$ cat src/rtl/hh_pkg.sv
// Shared Q8.8 constants, FSM state type and helpers for the Hodgkin-Huxley pipeline stages.
package hh_pkg;

   localparam int unsigned QWidth = 16;
   localparam int unsigned QFrac  = 8;

   localparam logic signed [35:0] QRound = 36'sd128;

   localparam logic signed [15:0] VRest  = -16'sd16640;
   localparam logic signed [15:0] VMax   = 16'sd15360;
   localparam logic signed [15:0] VMin   = -16'sd25600;
   localparam logic signed [15:0] VTh    = 16'sd0;
   localparam logic signed [15:0] VHyst  = 16'sd2560;
   localparam logic signed [15:0] CmInv  = 16'sd256;

   typedef enum logic [1:0] {StIdle, StSum, StScale, StUpdate} state_e;

   function automatic logic signed [35:0] sext36(logic signed [15:0] x);
      return {{20{x[15]}}, x};
   endfunction

endpackage

$ cat src/rtl/membrane_integrator_if.sv
// Current-set input and membrane-potential output bundle of the integrator.
interface membrane_integrator_if;

   logic signed [15:0] dt;
   logic signed [15:0] i_na;
   logic signed [15:0] i_k;
   logic signed [15:0] i_l;
   logic signed [15:0] i_ext;
   logic               in_valid;
   logic               in_ready;
   logic signed [15:0] v_mem;
   logic               v_valid;
   logic               spike;

   modport master (
      output dt, i_na, i_k, i_l, i_ext, in_valid,
      input  in_ready, v_mem, v_valid, spike
   );

   modport slave (
      input  dt, i_na, i_k, i_l, i_ext, in_valid,
      output in_ready, v_mem, v_valid, spike
   );

endinterface

$ cat src/rtl/spike_detector.sv
// Upward threshold-crossing detector with hysteresis re-arm; spike_o is valid only with upd_i.
module spike_detector
   import hh_pkg::*;
(
   input  logic               clk,
   input  logic               rst_n,
   input  logic signed [15:0] v_old_i,
   input  logic signed [15:0] v_new_i,
   input  logic               upd_i,
   output logic               spike_o,
   output logic               armed_o
);

   localparam logic signed [15:0] VRearm = VTh - VHyst;

   logic armed_q, armed_d;

   assign spike_o = upd_i && armed_q && (v_old_i < VTh) && (v_new_i >= VTh);
   assign armed_o = armed_q;

   always_comb begin
      armed_d = armed_q;
      if (spike_o) begin
         armed_d = 1'b0;
      end else if (upd_i && (v_new_i < VRearm)) begin
         armed_d = 1'b1;
      end
   end

   always_ff @(posedge clk or negedge rst_n) begin
      if (!rst_n) begin
         armed_q <= 1'b1;
      end else begin
         armed_q <= armed_d;
      end
   end

endmodule

$ cat src/rtl/membrane_integrator.sv
// Forward-Euler membrane potential integrator: V += dt*CmInv*(I_ext-I_na-I_k-I_l), saturating.
// Optional SPIKE_COUNT_EN adds a wrapping 16-bit spike counter output.
module membrane_integrator
   import hh_pkg::*;
(
   input  logic                 clk,
   input  logic                 rst_n,
`ifdef SPIKE_COUNT_EN
   output logic [15:0]          spike_count_o,
`endif
   membrane_integrator_if.slave bus
);

   localparam logic signed [35:0] CmInvW = 36'(CmInv);
   localparam logic signed [35:0] VMaxW  = 36'(VMax);
   localparam logic signed [35:0] VMinW  = 36'(VMin);

   state_e state_q, state_d;

   logic signed [15:0] dt_q, na_q, k_q, l_q, ext_q, v_q, v_new;
   logic signed [17:0] sum_q, sum_d;
   logic signed [35:0] delta_q, delta_d, prod, scaled, nv_full;
   logic               v_valid_q, spike_q, accept, upd, spike_hit, armed;

   assign accept = bus.in_valid && (state_q == StIdle);
   assign upd    = (state_q == StUpdate);

   always_comb begin
      state_d = state_q;
      unique case (state_q)
         StIdle:   if (accept) state_d = StSum;
         StSum:    state_d = StScale;
         StScale:  state_d = StUpdate;
         StUpdate: state_d = StIdle;
      endcase
   end

   // 18 bits hold the worst case of four 16-bit terms without overflow.
   assign sum_d = $signed({{2{ext_q[15]}}, ext_q}) - $signed({{2{na_q[15]}}, na_q})
                - $signed({{2{k_q[15]}}, k_q}) - $signed({{2{l_q[15]}}, l_q});

   assign prod    = $signed({{18{sum_q[17]}}, sum_q}) * sext36(dt_q);
   assign scaled  = ((prod + QRound) >>> QFrac) * CmInvW;
   assign delta_d = (scaled + QRound) >>> QFrac;
   assign nv_full = sext36(v_q) + delta_q;

   always_comb begin
      v_new = nv_full[15:0];
      if (nv_full > VMaxW) begin
         v_new = VMax;
      end else if (nv_full < VMinW) begin
         v_new = VMin;
      end
   end

   spike_detector u_spike_detector (
      .clk     (clk),
      .rst_n   (rst_n),
      .v_old_i (v_q),
      .v_new_i (v_new),
      .upd_i   (upd),
      .spike_o (spike_hit),
      .armed_o (armed)
   );

   always_ff @(posedge clk or negedge rst_n) begin
      if (!rst_n) begin
         state_q   <= StIdle;
         dt_q      <= '0;
         na_q      <= '0;
         k_q       <= '0;
         l_q       <= '0;
         ext_q     <= '0;
         sum_q     <= '0;
         delta_q   <= '0;
         v_q       <= VRest;
         v_valid_q <= 1'b0;
         spike_q   <= 1'b0;
      end else begin
         state_q   <= state_d;
         v_valid_q <= upd;
         spike_q   <= spike_hit;
         if (accept) begin
            dt_q  <= bus.dt;
            na_q  <= bus.i_na;
            k_q   <= bus.i_k;
            l_q   <= bus.i_l;
            ext_q <= bus.i_ext;
         end
         if (state_q == StSum)   sum_q   <= sum_d;
         if (state_q == StScale) delta_q <= delta_d;
         if (upd)                v_q     <= v_new;
      end
   end

`ifdef SPIKE_COUNT_EN
   logic [15:0] spike_count_q;

   always_ff @(posedge clk or negedge rst_n) begin
      if (!rst_n) begin
         spike_count_q <= '0;
      end else if (spike_hit) begin
         spike_count_q <= spike_count_q + 16'd1;
      end
   end

   assign spike_count_o = spike_count_q;
`endif

   assign bus.in_ready = (state_q == StIdle);
   assign bus.v_mem    = v_q;
   assign bus.v_valid  = v_valid_q;
   assign bus.spike    = spike_q;

endmodule

$ cat src/flat_wrapper.sv
// flat-port wrapper written by rule: the top's interface ports become plain ports
module membrane_integrator_flat import hh_pkg::*;
  (clk, rst_n, bus_dt, bus_i_na, bus_i_k, bus_i_l, bus_i_ext, bus_in_valid, bus_in_ready, bus_v_mem, bus_v_valid, bus_spike);
  membrane_integrator_if bus_i ();
  input  logic clk;
  input  logic rst_n;
  input wire logic [$bits(bus_i.dt)-1:0] bus_dt;
  input wire logic [$bits(bus_i.i_na)-1:0] bus_i_na;
  input wire logic [$bits(bus_i.i_k)-1:0] bus_i_k;
  input wire logic [$bits(bus_i.i_l)-1:0] bus_i_l;
  input wire logic [$bits(bus_i.i_ext)-1:0] bus_i_ext;
  input wire logic [$bits(bus_i.in_valid)-1:0] bus_in_valid;
  output wire logic [$bits(bus_i.in_ready)-1:0] bus_in_ready;
  output wire logic [$bits(bus_i.v_mem)-1:0] bus_v_mem;
  output wire logic [$bits(bus_i.v_valid)-1:0] bus_v_valid;
  output wire logic [$bits(bus_i.spike)-1:0] bus_spike;
  assign bus_i.dt = bus_dt;
  assign bus_i.i_na = bus_i_na;
  assign bus_i.i_k = bus_i_k;
  assign bus_i.i_l = bus_i_l;
  assign bus_i.i_ext = bus_i_ext;
  assign bus_i.in_valid = bus_in_valid;
  assign bus_in_ready = bus_i.in_ready;
  assign bus_v_mem = bus_i.v_mem;
  assign bus_v_valid = bus_i.v_valid;
  assign bus_spike = bus_i.spike;
  membrane_integrator u_core (.clk(clk), .rst_n(rst_n), .bus(bus_i));
endmodule
$ cat config.mk
export PLATFORM = sky130hd
export DESIGN_NAME = membrane_integrator_flat
export DESIGN_NICKNAME = d
export VERILOG_FILES = /design/src/rtl/hh_pkg.sv /design/src/rtl/membrane_integrator_if.sv /design/src/rtl/spike_detector.sv /design/src/rtl/membrane_integrator.sv /design/src/flat_wrapper.sv
export SDC_FILE = /design/constraint.sdc
export NUM_CORES = 1
export LEC_CHECK = 0
export ABC_CLOCK_PERIOD_IN_PS = 8670
export CAP_MARGIN = 30
export CORE_ASPECT_RATIO = 0.6
export CORE_MARGIN = 10
export CORE_UTILIZATION = 50
export DETAILED_ROUTE_END_ITERATION = 6
export PLACE_DENSITY = 0.71
export SYNTH_ARGS = -nofsm -noshare
export SYNTH_HDL_FRONTEND = slang
export SYNTH_SLANG_ARGS = --single-unit
$ cat constraint.sdc
create_clock -name clk -period 8.67 [get_ports clk]
set_input_delay 1.3005 -clock clk [delete_from_list [all_inputs] [get_ports clk]]
set_output_delay 1.3005 -clock clk [all_outputs]
set_load 0.03 [all_outputs]
==> flow_metrics.tcl, run 1 <==
set metrics [dict create \
    cp_num_buf_inv 3 \
    clockBufferDepth 2 \
    initial_utilization_pct 50.8 \
    fp.coreArea_sq_um 40700 \
    post-cts-setup-buffers 0 \
    io_buffers 101 \
    finalSetupViolCount 0 \
    antenna_found_initial 0 \
    drv_cap 0 \
    gp_congestion 0.971 \
    seqCellArea_sq_um 3690 \
    drt-total-wl_um 51400 \
    drive_above_1_share_pct 8.41 \
    tns_ps 0 \
    synth_top_area_cell "fa_1" \
    wl_per_cell_um 18.7 \
    clock_latency_ps 440 \
    netlist.area_leader.share_pct 31.3 \
    synth_warnings 0 \
    grt_max_degree 81 \
    post-place-ws_ps 690 \
    die_x_um 282 \
    finalCriticalPeriod_ps 8010 \
    critical_path_depth 22 \
    dpl_cell_area_sq_um 22100 \
    grt_pass1_wl_um 84400 \
    n_antenna_cell 0 \
    grt-ovfl-total 0 \
    worstPathArrival_ps 8340 \
    synthTopCellsByCount "400 x inv_1, 323 x fa_1, 189 x nand2_1" \
    slew_headroom_pct 39.9 \
    synth-edff-count 0 \
    drtIter0Drc 1011 \
    critPathMaxFanout 17 \
    num_rows 57 \
    syn_area_per_cell_sq_um 9.52 \
    min_from "u_core.bus.v_mem[12]" \
    final_core_util_pct 55.7 \
    num-fill-cells 3580 \
    hold_viol 0 \
    htreeDepth 4 \
    clock-sinks 147 \
    postLayoutCellArea_sq_um 22700 \
    cpLargestDelayFamily "adder cells" \
    slowest_stage "dfrtp_1" \
    synth-seq-cells 147 \
    startpoint "u_core.sum_q[8]" \
    worstPathRequired_ps 9000 \
    io_pins 102 \
    cts_hold_buf 0 \
    crit_type "reg2reg" \
    drc 0 \
    clock_skew_ps 12.0 \
    slew_viol_final 0 \
    rr_endpoint "u_core.delta_q[27]" \
    ys_top_cells_by_area "fa_1 31%, dfrtp_1 17%, ha_1 8.1%" \
    worstRegToRegCells 22 \
    clk_pin_slew_ps 70 \
    multi_input_area_sq_um 15100 \
    path_cells "nand2_1 -> fa_1 -> fa_1 -> fa_1 -> fa_1 -> inv_1 -> fa_1 -> inv_1 -> fa_1 -> inv_1 -> ha_1 -> a21o_1 -> or2_2 -> o31ai_1 -> o211ai_1 -> nor3_1 -> o21ai_0 -> nor4_2 -> nand3_1 -> nor3_2 -> nor2_1 -> mux2_2" \
    cts_buffers 17 \
    yosysSeqAreaShare_pct 17.9 \
    synth-main-ff-cell "dfrtp_1" \
    postSynthCellCount 2169 \
    fin_nets 2751 \
    grt_pass1_vias 15700 \
    dieArea_sq_um 50100 \
    status "complete, no violations" \
    synth_area_sq_um 20600 \
    track_usage_pct 21.0 \
    final.period_utilization_pct 92.4 \
    post_cts_resized 0 \
    synthArstFlopShare_pct 100 \
    root_buffer "clkbuf_16" \
    viasPerCell 5.49 \
    hold_class "reg2reg" \
    die-height_um 177 \
    cp-end-kind "flop" \
    syn_to_final_growth_pct 9.69 \
    r2r-start "u_core.sum_q[8]" \
    cpMostUsedCell "fa_1" \
    hold_end "u_core.bus.v_mem[12]" \
    yosysUniqueCellTypes 78 \
    setup_slack_ps 663 \
    clock.fmax_ghz 0.125 \
    synthesis.nets 2709 \
    hold_depth 2 \
    reg2reg_slack_ps 660 \
    dr.pass1.iters 5 \
    tightest_slew_ps 902 \
    yosysMostFrequentCell "inv_1" \
    rsz0062_at_grt "no" \
    ant_nets 0 \
    dr_total_vias 15100 \
    max_stage_delay_ps 830 \
    dp.final_hpwl_um 41100 \
    cp-start-kind "flop" \
    cts_tree "yes" \
]
==> sequential cells by signal (all words and copies together), names as in the netlist <==
register	cells
u_core.sum_q	18
u_core.ext_q	16
u_core.k_q	16
u_core.delta_q	28
u_core.bus.spike	1
u_core.state_q	2
u_core.dt_q	16
u_core.l_q	16
u_core.bus.v_mem	16
u_core.na_q	16
u_core.u_spike_detector.armed_o	1
u_core.bus.v_valid	1
==> layout by cell type (no fill, tap or decap), types with 17 or more instances in the layout <==
master,count
inv_1,400
fa_1,323
nand2_1,188
and2_1,145
dfrtp_1,139
ha_1,133
mux2_2,104
clkdlybuf4s50_1,100
nor2_1,92
a21oi_1,91
xnor2_1,57
o21ai_0,52
xor2_1,34
nand3_1,31
nor3_1,25
a21o_1,24
nor2b_1,20
and3_1,17
clkbuf_16,17
==> cells by family (layout without fill, tap and decap cells) <==
family,after synthesis,count (layout),share of synthesized area [%]
multiplexers,112,112,6.06
adder cells (fa/ha/maj),457,457,39.4
AND/OR/NAND/NOR,588,588,14.6
buffers and inverters,486,540,8.92
XOR/XNOR,91,91,3.86
AO/OA/AOI/OAI,288,288,9.23
flip-flops,147,147,17.9
==> stage by stage <==
stage          cells  hold slack, ps
6_report        2754             504
3_5_place_dp    2722             495
5_1_grt         2754             518
3_3_place_gp    2721             494
4_1_cts         2753             504
2_1_floorplan   2169             463
==> per-layer routing <==
metal / vias up / share of wire [%] / global-route usage, %
met1: 7621 / 48 / 30.7
met5: - / 0 / 0
met4: 0 / 0.61 / 2.14
met2: 485 / 43 / 31.2
li1: 6987 / - / -
met3: 31 / 8.8 / 6.40
==> worst max path at each step <==
stage / endpoint
floorplan: u_core.delta_q[27]
global placement: u_core.delta_q[27]
detailed placement: u_core.delta_q[27]
CTS: u_core.delta_q[27]
global route: u_core.delta_q[25]
finish: u_core.delta_q[27]
==> cell type report <==
class	instances	share of cell area, %
Tap cell	531	2.93
Multi-Input combinational cell	1536	66.8
Clock inverter	12	0.503
Inverter	400	6.63
Clock buffer	19	2.00
Sequential cell	147	16.3
Timing Repair Buffer	109	4.86
==> worst min-delay path: cells and delay by family, from the launching register on <==
family | cells | cell delay [ps]
flip-flops | 1 | 380
AND/OR/NAND/NOR | 1 | 80
AO/OA/AOI/OAI | 1 | 40
Power of run 1 is not shown: default switching activity piles up to over one toggle a cycle in this logic, so the estimate is an artifact.
==> inputs of run 2 (changes only) <==
ABC_CLOCK_PERIOD_IN_PS = not set   (was 8670)
CORE_UTILIZATION = 55   (was 50)
PLACE_DENSITY = 0.77   (was 0.71)
==> run 2 against run 1 <==
Effect of this change: global-route usage is 1.4 points higher; clock skew fell by 2.6 ps; worst setup slack got worse by 55 ps; wire length down 1.6%; cell area about the same; sequential share of layout area hardly changed; die area down 8.3%; non-clock buffer count decreased by 1; register-to-register slack worse by 50 ps; core utilization increased by 6.0 points; maximum frequency shrank 0.68%.
==> flow_metrics.tcl, run 2 (synthesis results as in run 1) <==
set metrics [dict create \
    status "complete, no violations" \
    clockBufferDepth 2 \
    worstPathRequired_ps 9000 \
    dr.pass1.iters 7 \
    htreeDepth 4 \
    fin_nets 2750 \
    clock_skew_ps 9.40 \
    hold_viol 0 \
    tightest_slew_ps 884 \
    r2r-start "u_core.sum_q[8]" \
    slew_viol_final 0 \
    hold_depth 2 \
    cp-start-kind "flop" \
    startpoint "u_core.sum_q[8]" \
    cp-end-kind "flop" \
    drt-total-wl_um 50600 \
    worstRegToRegCells 22 \
    post-place-ws_ps 729 \
    rsz0062_at_grt "no" \
    slowest_stage "dfrtp_1" \
    path_cells "nand2_1 -> fa_1 -> fa_1 -> fa_1 -> fa_1 -> inv_1 -> fa_1 -> inv_1 -> fa_1 -> inv_1 -> ha_1 -> a21o_1 -> or2_2 -> o31ai_1 -> o211ai_1 -> nor3_1 -> o21ai_0 -> nor4_2 -> nand3_1 -> nor3_2 -> nor2_1 -> mux2_2" \
    finalSetupViolCount 0 \
    dp.final_hpwl_um 40600 \
    max_stage_delay_ps 870 \
    gp_congestion 0.930 \
    wl_per_cell_um 18.5 \
    cpMostUsedCell "fa_1" \
    critPathMaxFanout 17 \
    drc 0 \
    setup_slack_ps 608 \
    largest_register "u_core.delta_q" \
    min_from "u_core.bus.v_mem[11]" \
    hold_class "reg2reg" \
    drv_cap 0 \
    largestRegisters "u_core.delta_q x28, u_core.sum_q x18" \
    cts_buffers 17 \
    root_buffer "clkbuf_16" \
    layout_common_cells "400 x inv_1, 323 x fa_1, 188 x nand2_1" \
    antenna_found_initial 0 \
    grt_pass1_wl_um 83300 \
    track_usage_pct 22.4 \
    final.period_utilization_pct 93.0 \
    crit_type "reg2reg" \
    finalCriticalPeriod_ps 8060 \
    grt_pass1_vias 15800 \
    n_antenna_cell 0 \
    num-fill-cells 3076 \
    worstPathArrival_ps 8390 \
    clock_latency_ps 450 \
    ant_nets 0 \
    rr_endpoint "u_core.delta_q[27]" \
    io_buffers 101 \
    syn_to_final_growth_pct 9.68 \
    dieArea_sq_um 45900 \
    clock-sinks 147 \
    drive_above_1_share_pct 8.41 \
    post_cts_resized 0 \
    die-height_um 170 \
    io_pins 102 \
    grt_max_degree 99 \
    initial_utilization_pct 56.3 \
    num_rows 54 \
    viasPerCell 5.61 \
    clock.fmax_ghz 0.124 \
    reg2reg_slack_ps 610 \
    largest_reg_flops 28 \
    layout_commonest_cell "inv_1" \
    dpl_cell_area_sq_um 22000 \
    die_x_um 270 \
    dr_total_vias 15300 \
    fp.coreArea_sq_um 36700 \
    cts_tree "yes" \
    drtIter0Drc 1126 \
    grt-ovfl-total 0 \
    postLayoutCellArea_sq_um 22600 \
    tns_ps 0 \
    post-cts-setup-buffers 0 \
    slew_headroom_pct 41.1 \
    hold_end "u_core.bus.v_mem[11]" \
    cts_hold_buf 0 \
    clk_pin_slew_ps 70 \
]
run 2: cell types whose count changed in the layout (fill, tap and decap cells not counted):
cell	change
buf_8	+1
clkinv_8	+1
bufinv_16	+1
clkbuf_8	-1
inv_6	+2
buf_4	-2
clkinv_4	-2
run 2: per-layer routing:
layer  vias up  wire length (um)  GRT usage, %
met1      7673             23500          31.6
li1       7000                 -             -
met4         0               501          3.77
met5         -                 0             0
met2       568             21600          33.6
met3        44              4920          7.05
run 2: worst max path at each step:
stage                         end  slack, ps  depth (start not counted)
6_report       u_core.delta_q[27]        610                         22
5_1_grt        u_core.delta_q[25]        180                         22
4_1_cts        u_core.delta_q[27]        710                         23
3_5_place_dp   u_core.delta_q[27]        730                         23
3_3_place_gp   u_core.delta_q[27]        850                         23
2_1_floorplan  u_core.delta_q[27]       1530                         26
run 2: worst max-delay path, delay by kind of cell, from the launching register on:
kind                       cells  cell delay, ps
and+or+nand+nor                7            1920
DFF                            1             870
AOI/OAI and AO/OA              4            1190
muxes                          1             260
adders and majority gates      7            3530
buffers and inverters          3             140
run 2: area by class of cell:
class | instances | area, sq um | area share [%]
Clock buffer | 18 | 439 | 1.94
Clock inverter | 14 | 160 | 0.707
Inverter | 400 | 1500 | 6.63
Multi-Input combinational cell | 1536 | 15100 | 66.8
Sequential cell | 147 | 3690 | 16.3
Tap cell | 504 | 631 | 2.78
Timing Repair Buffer | 108 | 1100 | 4.86
run 2: metrics by stage:
stage / util (%) / cells / hold WS (ps)
floorplan: - / 2169 / 463
global route: 61.7 / 2727 / 528
global placement: 59.9 / 2692 / 492
finish: 61.7 / 2727 / 504
CTS: 61.6 / 2725 / 504
detailed placement: 60.0 / 2693 / 495
Power of run 2 is left out for the same reason.
==> RTL edit: new RTL, flow settings as in run 1 <==
Encoding of `state_e`: now one-hot (4 bits for 4 states).
--- a/src/rtl/hh_pkg.sv
+++ b/src/rtl/hh_pkg.sv
@@ -14,5 +14,5 @@
    localparam logic signed [15:0] CmInv  = 16'sd256;
 
-   typedef enum logic [1:0] {StIdle, StSum, StScale, StUpdate} state_e;
+   typedef enum logic [3:0] {StIdle = 4'b0001, StSum = 4'b0010, StScale = 4'b0100, StUpdate = 4'b1000} state_e;
 
    function automatic logic signed [35:0] sext36(logic signed [15:0] x);
Formal check against the unedited RTL: same outputs for any inputs over 4 cycles, from zero or initial values and one cycle with rst_n low; so few cycles prove little.
==> RTL edit against run 1 <==
Worst setup slack better by 0.076 ns. Synthesized cell count down 0.65%. Sequential share of layout area up 0.44 points. Area after synthesis down 1.6%. Sequential cell count up 2. Final area down 1.3%. First-iteration DRC count up 12%. Routed wire length down 9.2%. Critical path type unchanged. Critical endpoint is now u_core.delta_q[25]. Highest routed layer unchanged.
Power is left out: the tool's default activity adds up to more than one toggle a clock period on the data nets, which glitch-free logic cannot reach.
==> RTL edit: results (changes against run 1) <==
| Metric | Value |
|---|---|
| Status | finished clean (unchanged) |
| Met3 usage | 0.0339 (was 0.0640) |
| Clock Latency Late Sink | 0.46 ns (was 0.44 ns) |
| Clock-cell share of area | 0.0273 (was 0.0250) |
| Bufs w/o clock | 106 (was 109) |
| Drt pass-1 iters | 6 (was 5) |
| Final GP Congestion | 0.880 (was 0.971) |
| Vias in the first global route | 15283 (was 15742) |
| Largest regs | u_core.delta_q x28, u_core.sum_q x18 (unchanged) |
| Antenna violations before repair | 0 (unchanged) |
| M1 WL | 21.9 mm (was 24.7 mm) |
| Buffers on Ports | 101 (unchanged) |
| Pin count of the biggest net entering global routing | 78 (was 81) |
| M1 GR Usage | 0.290 (was 0.307) |
| Register area share after synthesis | 0.184 (was 0.179) |
| Clk_buf instances | 17 (was 19) |
| Peak Freq | 126 MHz (was 125 MHz) |
| Crit path DAT | 8.31 ns (was 8.34 ns) |
| Num sequential | 149 (was 147) |
| Post-Place Setup Slack | 0.887 ns (was 0.690 ns) |
| Synth cell count leaders | inv_1, fa_1, nand2_1 (unchanged) |
| Worst min path class | reg2reg (unchanged) |
| Fin nets | 2734 (was 2751) |
| Ys flop type | dfrtp_1 (unchanged) |
| CTS Buffer Depth | 2 (unchanged) |
| Top cells by area, synth | fa_1, dfrtp_1, ha_1 (unchanged) |
| Multi-input gates | 1517 (was 1536) |
| Wire per inst | 17.0 um (was 18.7 um) |
| Fraction of area in registers | 0.167 (was 0.163) |
| Signal buffers share of area | 0.0478 (was 0.0486) |
| Slew margin rel. | 0.359 (was 0.399) |
| Global-route wire length before repair | 78.9 mm (was 84.4 mm) |
| Layout cell share with drive strength beyond 1 | 0.0710 (was 0.0841) |
| Synth Net Count | 2691 (was 2709) |
| Vias/cell | 5.43 (was 5.49) |
| Hpwl dp | 38.6 mm (was 41.1 mm) |
| Fillcell total | 3572 (was 3580) |
| Critical R2R Launch | u_core.dt_q[9] (was u_core.sum_q[8]) |
| Met3 routed WL | 2.80 mm (was 4.51 mm) |
| Crit-path max FO | 19 (was 17) |
| Invs w/o clock | 407 (was 400) |
| Global Route met2 Usage | 0.299 (was 0.312) |
| Hold Path Origin | u_core.bus.v_mem[8] (was u_core.bus.v_mem[12]) |
| N_diodes | 1 (was 0) |
| Ys Warns | 0 (unchanged) |
| Area of the multi-input gates | 14700 um^2 (was 15100 um^2) |
| Initial DRC Count | 1133 (was 1011) |
| Met2 routed WL | 21.3 mm (was 21.8 mm) |
| Unique masters post-synth | 80 (was 78) |
| GR Util All Layers | 0.196 (was 0.210) |
| Skew final | 0.0104 ns (was 0.0120 ns) |
## RTL edit: cell families after synthesis
family,count (synthesis),synth area share
simple gates,596,0.145
xor+xnor,89,0.0384
buf+inv,489,0.0907
fa+ha+maj,454,0.399
flops,149,0.184
compound gates,292,0.0959
mux,86,0.0474
## RTL edit: path summary, 6_finish.rpt
kind,cells after the start,end
worst max-delay path,23,u_core.delta_q[25]
worst min-delay path,2,u_core.bus.v_mem[8]
worst max register to register,23,u_core.delta_q[25]
worst min register to register,2,u_core.bus.v_mem[8]
max in group asynchronous,2,u_core.l_q[3]
min in group asynchronous,1,u_core.na_q[0]
## RTL edit: stage by stage
step	hold WS [ns]	utilization	cell area (um^2)	instances
finish	0.485	0.555	22400	2743
global route	0.506	0.555	22400	2742
CTS	0.479	0.555	22400	2742
detailed placement	0.473	0.540	21700	2710
global placement	0.461	0.539	21700	2709
floorplan	0.443	-	20300	2155
